**config.mk**
```make
export PLATFORM = sky130hd
export DESIGN_NAME = apb_master_arbiter
export DESIGN_NICKNAME = d
export VERILOG_FILES = /design/src/rtl/apb_master_arbiter.sv
export SDC_FILE = /design/constraint.sdc
export NUM_CORES = 1
export LEC_CHECK = 0
export ABC_AREA = 1
export BUFFER_PORTS_ARGS = -buffer_cell sky130_fd_sc_hd__buf_2
export CAP_MARGIN = 5
export CORE_MARGIN = 2
export CORE_UTILIZATION = 25
export DETAILED_ROUTE_END_ITERATION = 8
export HOLD_SLACK_MARGIN = 0.05
export PLACE_DENSITY_LB_ADDON = 0.25
export SYNTH_ARGS = -nofsm -noshare
export SYNTH_HDL_FRONTEND = slang
export SYNTH_SLANG_ARGS = --single-unit
```
**constraint.sdc**
```tcl
create_clock -name PCLK -period 1.25 [get_ports PCLK]
set_input_delay 0.0625 -clock PCLK [delete_from_list [all_inputs] [get_ports PCLK]]
set_output_delay 0.0625 -clock PCLK [all_outputs]
set_load 0.005 [all_outputs]
```
**src/rtl/apb_master_arbiter.sv**
```systemverilog
// apb_master_arbiter: round-robin arbiter that sequences one APB transfer
// at a time (SETUP/ACCESS) for NUM_REQ requesters, with optional timeout.
//
// Ports:
//   PCLK, PRESET        clock, synchronous active-high reset
//   REQ_VALID[NUM_REQ]  request pending, held until its REQ_DONE
//   REQ_ADDR/REQ_WDATA  per-requester address / write data, packed
//                       requester i at [i*DATA_WIDTH +: DATA_WIDTH]
//   REQ_WRITE[NUM_REQ]  1=write, 0=read
//   REQ_DONE[NUM_REQ]   one-hot single-cycle completion pulse
//   REQ_RDATA, REQ_ERR  read data / error, valid with REQ_DONE
//   PADDR..PWDATA       APB master outputs (to bus decoder slave port)
//   PREADY, PRDATA,     APB slave responses
//   PSLVERR
module apb_master_arbiter #(
    parameter int DATA_WIDTH = 32,
    parameter int NUM_REQ    = 2,
    parameter int TIMEOUT    = 16
) (
    input  logic                          PCLK,
    input  logic                          PRESET,
    input  logic [NUM_REQ-1:0]            REQ_VALID,
    input  logic [NUM_REQ*DATA_WIDTH-1:0] REQ_ADDR,
    input  logic [NUM_REQ-1:0]            REQ_WRITE,
    input  logic [NUM_REQ*DATA_WIDTH-1:0] REQ_WDATA,
    output logic [NUM_REQ-1:0]            REQ_DONE,
    output logic [DATA_WIDTH-1:0]         REQ_RDATA,
    output logic                          REQ_ERR,
    output logic [DATA_WIDTH-1:0]         PADDR,
    output logic                          PSEL,
    output logic                          PENABLE,
    output logic                          PWRITE,
    output logic [DATA_WIDTH-1:0]         PWDATA,
    input  logic                          PREADY,
    input  logic [DATA_WIDTH-1:0]         PRDATA,
    input  logic                          PSLVERR
);

    localparam int IW = (NUM_REQ > 1) ? $clog2(NUM_REQ) : 1;
    localparam int CW = (TIMEOUT > 1) ? $clog2(TIMEOUT) : 1;
    localparam logic [CW-1:0] CNT_LAST =
        CW'((TIMEOUT > 0) ? TIMEOUT - 1 : 0);
    localparam logic [IW-1:0] PTR_RST = IW'(NUM_REQ - 1);

    typedef enum logic [1:0] {
        IDLE,
        SETUP,
        ACCESS
    } state_t;

    state_t              state;
    logic [IW-1:0]       ptr;
    logic [CW-1:0]       cnt;
    logic [NUM_REQ-1:0]  cand;
    logic                found;
    logic [IW-1:0]       pick;
    logic [NUM_REQ-1:0]  done_vec;
    logic                timed_out;

    // The requester being acknowledged still holds REQ_VALID during its
    // done cycle, so it is excluded from the candidate set.
    always_comb begin
        cand  = REQ_VALID & ~REQ_DONE;
        found = 1'b0;
        pick  = ptr;
        for (int i = 1; i <= NUM_REQ; i++) begin
            if (!found && cand[(int'(ptr) + i) % NUM_REQ]) begin
                found = 1'b1;
                pick  = IW'((int'(ptr) + i) % NUM_REQ);
            end
        end
    end

    // ptr holds the granted index for the whole transfer.
    always_comb begin
        done_vec      = '0;
        done_vec[ptr] = 1'b1;
    end

    assign timed_out = (TIMEOUT != 0) && (cnt == CNT_LAST);

    always_ff @(posedge PCLK) begin
        if (PRESET) begin
            state     <= IDLE;
            ptr       <= PTR_RST;
            cnt       <= '0;
            PSEL      <= 1'b0;
            PENABLE   <= 1'b0;
            PWRITE    <= 1'b0;
            PADDR     <= '0;
            PWDATA    <= '0;
            REQ_DONE  <= '0;
            REQ_RDATA <= '0;
            REQ_ERR   <= 1'b0;
        end else begin
            REQ_DONE  <= '0;
            REQ_RDATA <= '0;
            REQ_ERR   <= 1'b0;
            unique case (state)
                IDLE: begin
                    PENABLE <= 1'b0;
                    if (found) begin
                        PADDR  <= REQ_ADDR[int'(pick)*DATA_WIDTH +: DATA_WIDTH];
                        PWDATA <= REQ_WDATA[int'(pick)*DATA_WIDTH +: DATA_WIDTH];
                        PWRITE <= REQ_WRITE[pick];
                        PSEL   <= 1'b1;
                        ptr    <= pick;
                        state  <= SETUP;
                    end else begin
                        PSEL <= 1'b0;
                    end
                end
                SETUP: begin
                    PENABLE <= 1'b1;
                    cnt     <= '0;
                    state   <= ACCESS;
                end
                ACCESS: begin
                    // PREADY wins over a timeout reached in the same cycle.
                    if (PREADY) begin
                        PSEL      <= 1'b0;
                        PENABLE   <= 1'b0;
                        REQ_DONE  <= done_vec;
                        REQ_ERR   <= PSLVERR;
                        REQ_RDATA <= PWRITE ? '0 : PRDATA;
                        state     <= IDLE;
                    end else if (timed_out) begin
                        PSEL     <= 1'b0;
                        PENABLE  <= 1'b0;
                        REQ_DONE <= done_vec;
                        REQ_ERR  <= 1'b1;
                        state    <= IDLE;
                    end else begin
                        cnt <= cnt + 1'b1;
                    end
                end
                default: begin
                    PSEL    <= 1'b0;
                    PENABLE <= 1'b0;
                    state   <= IDLE;
                end
            endcase
        end
    end

endmodule

```
# ---- Yosys cells after proc, flatten, opt, wreduce, memory -nomap -nowiden
# Cells that the tools add are included.
dict set report word_totals {
  regBits 109
  in_bits 168
  output_inout_bits 102
}
dict set report op_classes {
  add_sub_neg 3
  magnitude_cmp 5
  n_eq_ne 7
  n_shift 2
  n_mux 30
  bitwise 7
  n_reduce_logical 11
}
# cell count
set ops {}
lappend ops {{variable part select 64 x 7 -> 32 bit} 2}
lappend ops {{2-to-1 mux 1 bit} 18}
lappend ops {{2-to-1 mux 2 bit} 5}
lappend ops {{2-to-1 mux 4 bit} 2}
lappend ops {{case mux 4 bit (2 select lines)} 1}
lappend ops {{< comparator 2 x 3 -> 1 bit (second input constant)} 2}
lappend ops {{inequality test 2 bit (second input constant)} 3}
lappend ops {{case mux 2 bit (3 select lines)} 1}
lappend ops {{AND reduction 2 bit} 3}
lappend ops {{adder 4 x 1 -> 4 bit (second input constant)} 1}
lappend ops {{== test 4 bit (second input constant)} 1}
lappend ops {{< comparator 1 x 2 -> 1 bit (second input constant)} 2}
lappend ops {{OR reduction 4 bit} 1}
lappend ops {{inequality test 3 bit (second input constant)} 1}
lappend ops {{inverter 1 bit} 3}
lappend ops {{case mux 1 bit (3 select lines)} 1}
lappend ops {{AND reduction 3 bit} 1}
lappend ops {{adder 1 bit (second input constant)} 2}
lappend ops {{bitwise AND 1 bit (first input constant)} 2}
lappend ops {{bitwise AND 2 bit} 1}
lappend ops {{== test 2 x 1 -> 1 bit (second input constant)} 1}
lappend ops {{== test 2 bit (second input constant)} 1}
lappend ops {{logical AND 1 bit} 2}
lappend ops {{logical NOT 2 bit} 1}
lappend ops {{7 further kinds} 7}

# ---- Logic depth before layout (Yosys ltp)
dict set report depth {
  depth_word 11
  depth_mapped 10
}

# ---- Worst setup path after synthesis
# No wires, ideal clock.
dict set report synth_timing {
  path_type {register to register}
  from {register REQ_DONE[1]}
  to {register PWDATA[18]}
  setup_ns 0.109
  arrival_time_ns 1.079
  t_required_ns 1.141
  path_slack_ns 0.062
  path_stages_with_launch 10
  n_path_buf 2
  synth_period_minus_slack_ns 1.188
  path_cell_list {dfxtp_1 -> inv_1 -> nand2_1 -> nand2_1 -> nand2_2 -> buf_2 -> buf_6 -> a21oi_1 -> nand2_1 -> inv_1}
}
dict set report synth_between {
  elab_chain_cells 10
  elab_cells_between_ends 16
}
# element line_no
set synth_rtl {}
lappend synth_rtl {{start: declaration} 26} ;# output logic [NUM_REQ-1:0] REQ_DONE,
lappend synth_rtl {{start signal: assignment} 123} ;# REQ_DONE <= done_vec;
lappend synth_rtl {{start signal: assignment} 130} ;# REQ_DONE <= done_vec;
lappend synth_rtl {{inverter 2 bit *} 63} ;# cand = REQ_VALID & ~REQ_DONE;
lappend synth_rtl {{bitwise AND 2 bit *} 63}
lappend synth_rtl {{2-to-1 mux 1 bit (not written as such) (3 in series)} 67} ;# if (!found && cand[(int'(ptr) + i) % NUM_REQ]) begin
lappend synth_rtl {{2-to-1 mux 1 bit} 67}
lappend synth_rtl {{logical NOT 1 bit} 67}
lappend synth_rtl {{logical AND 1 bit} 67}
lappend synth_rtl {{2-to-1 mux 1 bit} 67}
lappend synth_rtl {{variable part select 64 x 7 -> 32 bit or AND reduction 2 bit (tied branches)} --}
lappend synth_rtl {{end signal: assignment} 104} ;# PWDATA <= REQ_WDATA[int'(pick)*DATA_WIDTH +: DATA_WIDTH];
lappend synth_rtl {{end: declaration} 33} ;# output logic [DATA_WIDTH-1:0] PWDATA,
# Mark *: on every way between the ends. The rest lies on a longest branch, timed or not. The select of a mux whose other input is x is not followed.
# A chain may end at the register's enable or synchronous reset.

# ---- Worst setup path after layout
dict set report layout_timing {
  from {register REQ_DONE[1]}
  to {register PADDR[30]}
}
dict set report layout_between {
  elab_chain_cells 10
  elab_cells_between_ends 16
}
# element line_no
set layout_rtl {}
lappend layout_rtl {{inverter 2 bit *} 63}
lappend layout_rtl {{bitwise AND 2 bit *} 63}
lappend layout_rtl {{2-to-1 mux 1 bit (not written as such) (3 in series)} 67}
lappend layout_rtl {{2-to-1 mux 1 bit} 67}
lappend layout_rtl {{logical NOT 1 bit} 67}
lappend layout_rtl {{logical AND 1 bit} 67}
lappend layout_rtl {{2-to-1 mux 1 bit} 67}
lappend layout_rtl {{variable part select 64 x 7 -> 32 bit or AND reduction 2 bit (tied branches)} --}
lappend layout_rtl {{end signal: assignment} 103} ;# PADDR <= REQ_ADDR[int'(pick)*DATA_WIDTH +: DATA_WIDTH];
lappend layout_rtl {{end: declaration} 29} ;# output logic [DATA_WIDTH-1:0] PADDR,
# Marks and branches as above.

==> impl_metrics.yaml <==
flow_run:
  drv_cap: 0
power_and_ir_drop:
  power.density_nw_per_um2: 1100
  peakVddDrop_v: 0.000598
  power_leakage_nw: 4.93
logic_synthesis:
  synthXorXnorAreaFrac: 0.00182
  synth_area_leaders: "dfxtp_1, nand2_1, inv_1, nand3_1, a21oi_1"
  synth_top_cell_by_area: "dfxtp_1"
  yosys.cell_types.count: 18
  synth_top_family_by_area: "simple AND/OR/NAND/NOR gates"
  synth_top_area_frac: 0.454
  muxShareOfSynthArea: 0
  ys_seq_area_frac: 0.454
  synth_edf_count: 0
  synth_area_sq_um: 4810
  synth-adder-area-share: 0.00260
  synth.ff_latch_count: 109
  synthSimpleGateAreaFrac: 0.283
  synth_nets: 901
  syn_inst: 732
  synth.most_common_cell: "nand2_1"
  synth_compound_area_frac: 0.0744
  async_flop_share: 0
  synth.avg_cell_area_sq_um: 6.57
  synthTopCellsByCount: "nand2_1, inv_1, dfxtp_1, nand3_1, a21oi_1"
  synth_ff_type: "dfxtp_1"
  yosysWarnings: 0
floorplan:
  die_x_um: 143
  rows: 50
  die_y_um: 143
  io_pins: 270
  coreArea_sq_um: 18800
  dieArea_sq_um: 20400
  start_util: 0.256
route:
  drt-initial-drc-count: 242
  routed.top_layer: "met4"
  ant_nets: 0
  route.met3.wl_um: 1160
  vias_per_cell: 4.17
  wl_met1_um: 8400
  wl_per_cell_um: 13.8
  drcViolationCount: 0
  wl_met2_um: 9540
  num_vias: 5901
  dr.pass1.iters: 4
  wl_um: 19500
finish:
  area_growth_pct: 86.7
  final_area_sq_um: 8980
  fillerInstances: 1828
  utilization: 0.479
  drive_above_1_share: 0.326
  n_antenna_cell: 0
  final_nets: 1344
critical_path:
  r2r_slack_ns: -0.06
  crit_slowest_cell: "dfxtp_2"
  path_max_fanout: 10
  arrival_ns: 1.57
  path_delay_family: "buffers and inverters"
  start_kind: "flop"
  max_stage_delay_ns: 0.34
  criticalPathCategory: "reg2reg"
  r2r-start: "REQ_DONE[1]"
  worstSetupEndpointType: "flop"
  ff2ff_path_depth: 10
  timing.rr.end: "PADDR[30]"
  path_cells: "inv_2 -> nand2_2 -> nand2_2 -> nand2_4 -> buf_6 -> buf_12 -> buf_12 -> a21oi_2 -> nand2_1 -> inv_1"
  cp_num_buf_inv: 5
  crit_start: "REQ_DONE[1]"
  worstPathRequired_ns: 1.51
timing:
  setup_viol: 13
  fin_tns_setup_ns: -0.504
  finalHoldViolations: 0
  final.setup_skew_ns: 0.00753
  period_minus_slack_ns: 1.31
  relSlewSlack: 0.799
  worst_slack_ns: -0.0606
  drv_slew: 0
  fmax_mhz: 763
  worst_pin_slew_ns: 0.302
  post-route-period-util: 1.05
  grt_setup_unrepaired: "true"
grt:
  grt_pass1_vias: 5547
  track_usage: 0.163
  grt_max_degree: 56
  grt_overflow_total: 0
  grt_pass1_wl_um: 26500
  antenna_found_initial: 0
clocking:
  insertion_delay_ns: 0.35
  clock_path_buffers: 2
  root_buffer: "clkbuf_16"
  cts_tree: "built"
  path_clk_slew_ns: 0.08
  cts_made_buffers: 9
  cts_sinks: 109
  h-tree-depth: 3
status:
  violations: "negative setup slack"
  status: "complete, but fails checks"
hold_path:
  worst_hold_path_type: "in2reg"
  hold_depth: 4
  min_to: "REQ_ERR"
  holdCritStartpoint: "PREADY"
placement:
  io_buffers: 269
  placed_area_sq_um: 6500
  place_hpwl_um: 11300
  place.gp.congestion: 0.734
## registers in the layout (all words and copies together) (netlist names)
| signal | count |
|---|---|
| PADDR | 32 |
| PWDATA | 32 |
| REQ_RDATA | 32 |
| cnt | 4 |
| REQ_DONE | 2 |
| state | 2 |
| PENABLE | 1 |
| PSEL | 1 |
| PWRITE | 1 |
| REQ_ERR | 1 |
| ptr | 1 |
## per-stage QoR
step	cells	setup WS (ns)	hold slack [ns]	total power, mW
detailed placement	1218	0.00751	0.280	6.28
global route	1414	-0.133	0.130	10.5
floorplan	732	0.0618	0.175	5.28
global placement	1218	0.0304	0.276	6.28
CTS	1397	-0.00265	0.103	9.46
finish	1414	-0.0606	0.134	9.88
## tightest hold or removal path: cells and delay by family
family	cells	cell delay (ns)
buffers and inverters	2	0.24
and+or+nand+nor	2	0.14
## kinds of logic (layout without fill, tap and decap cells)
family	after synthesis	count (layout)
compound gates	71	71
xor+xnor	1	1
fa+ha+maj	1	1
buf+inv	213	661
flops	109	109
simple gates	337	337
## power breakdown
group / switching [mW] / internal, mW / leakage, nW
Sequential: 0.161 / 3.80 / 0.897
Combinational: 1.57 / 1.60 / 3.90
Clock: 1.34 / 1.41 / 0.136
Total: 3.07 / 6.81 / 4.93
## how the worst max path moves through the flow
| stage | to | slack, ns | cells past startpoint |
|---|---|---|---|
| after floorplan | PWDATA[18] | 0.06 | 9 |
| after global placement | REQ_RDATA[1] | 0.03 | 7 |
| after detailed placement | PADDR[12] | 0.008 | 9 |
| after CTS | PWDATA[12] | -0.003 | 9 |
| after global routing | PADDR[30] | -0.13 | 10 |
| final | PADDR[30] | -0.06 | 10 |
## layout make-up
| type | count | area [sq um] | area share |
|---|---|---|---|
| repair buffers | 471 | 3610 | 0.402 |
| flip-flops and latches | 109 | 2190 | 0.243 |
| multi-input cells | 410 | 1960 | 0.218 |
| inverters | 174 | 658 | 0.0733 |
| well taps | 234 | 293 | 0.0326 |
| clock buffers | 11 | 243 | 0.0270 |
| clock inverters | 5 | 35.0 | 0.00390 |
## cells in the final DEF, fill, tap and decap left out
cell and n:
ha_1 1, buf_8 3, dlygate4sd3_1 163, clkbuf_8 1
nor2_2 14, nand3_2 3, clkinvlp_4 1, clkinv_4 2
o211ai_1 1, xnor2_1 1, clkbuf_1 1, inv_2 5
dfxtp_1 105, nand3_1 68, nor2_1 30, nand2_2 3
o21ai_0 1, nor2_4 2, nand2_1 212, inv_1 168
a21oi_4 2, buf_4 7, clkbuf_16 17, nand3_4 1
a21oi_2 23, inv_6 1, buf_6 10, dfxtp_2 4
nand2_4 4, clkinv_2 2, buf_2 269, buf_12 11
a21oi_1 44
## layer usage
layer	track usage	vias to the layer above
met5	0	-
met4	0.0584	0
met3	0.0366	22
met2	0.294	198
met1	0.190	2650
li1	-	3031
## what timing repair did
action,in CTS,in global routing
pin swaps,0,7
cloned,0,13
hold endpoints to repair,98,0
setup buffers,0,4
setup endpoints to repair,3,103
hold buffers,163,0
gates resized for setup,2,82
No activity file was read; power rests on OpenSTA's default activity.
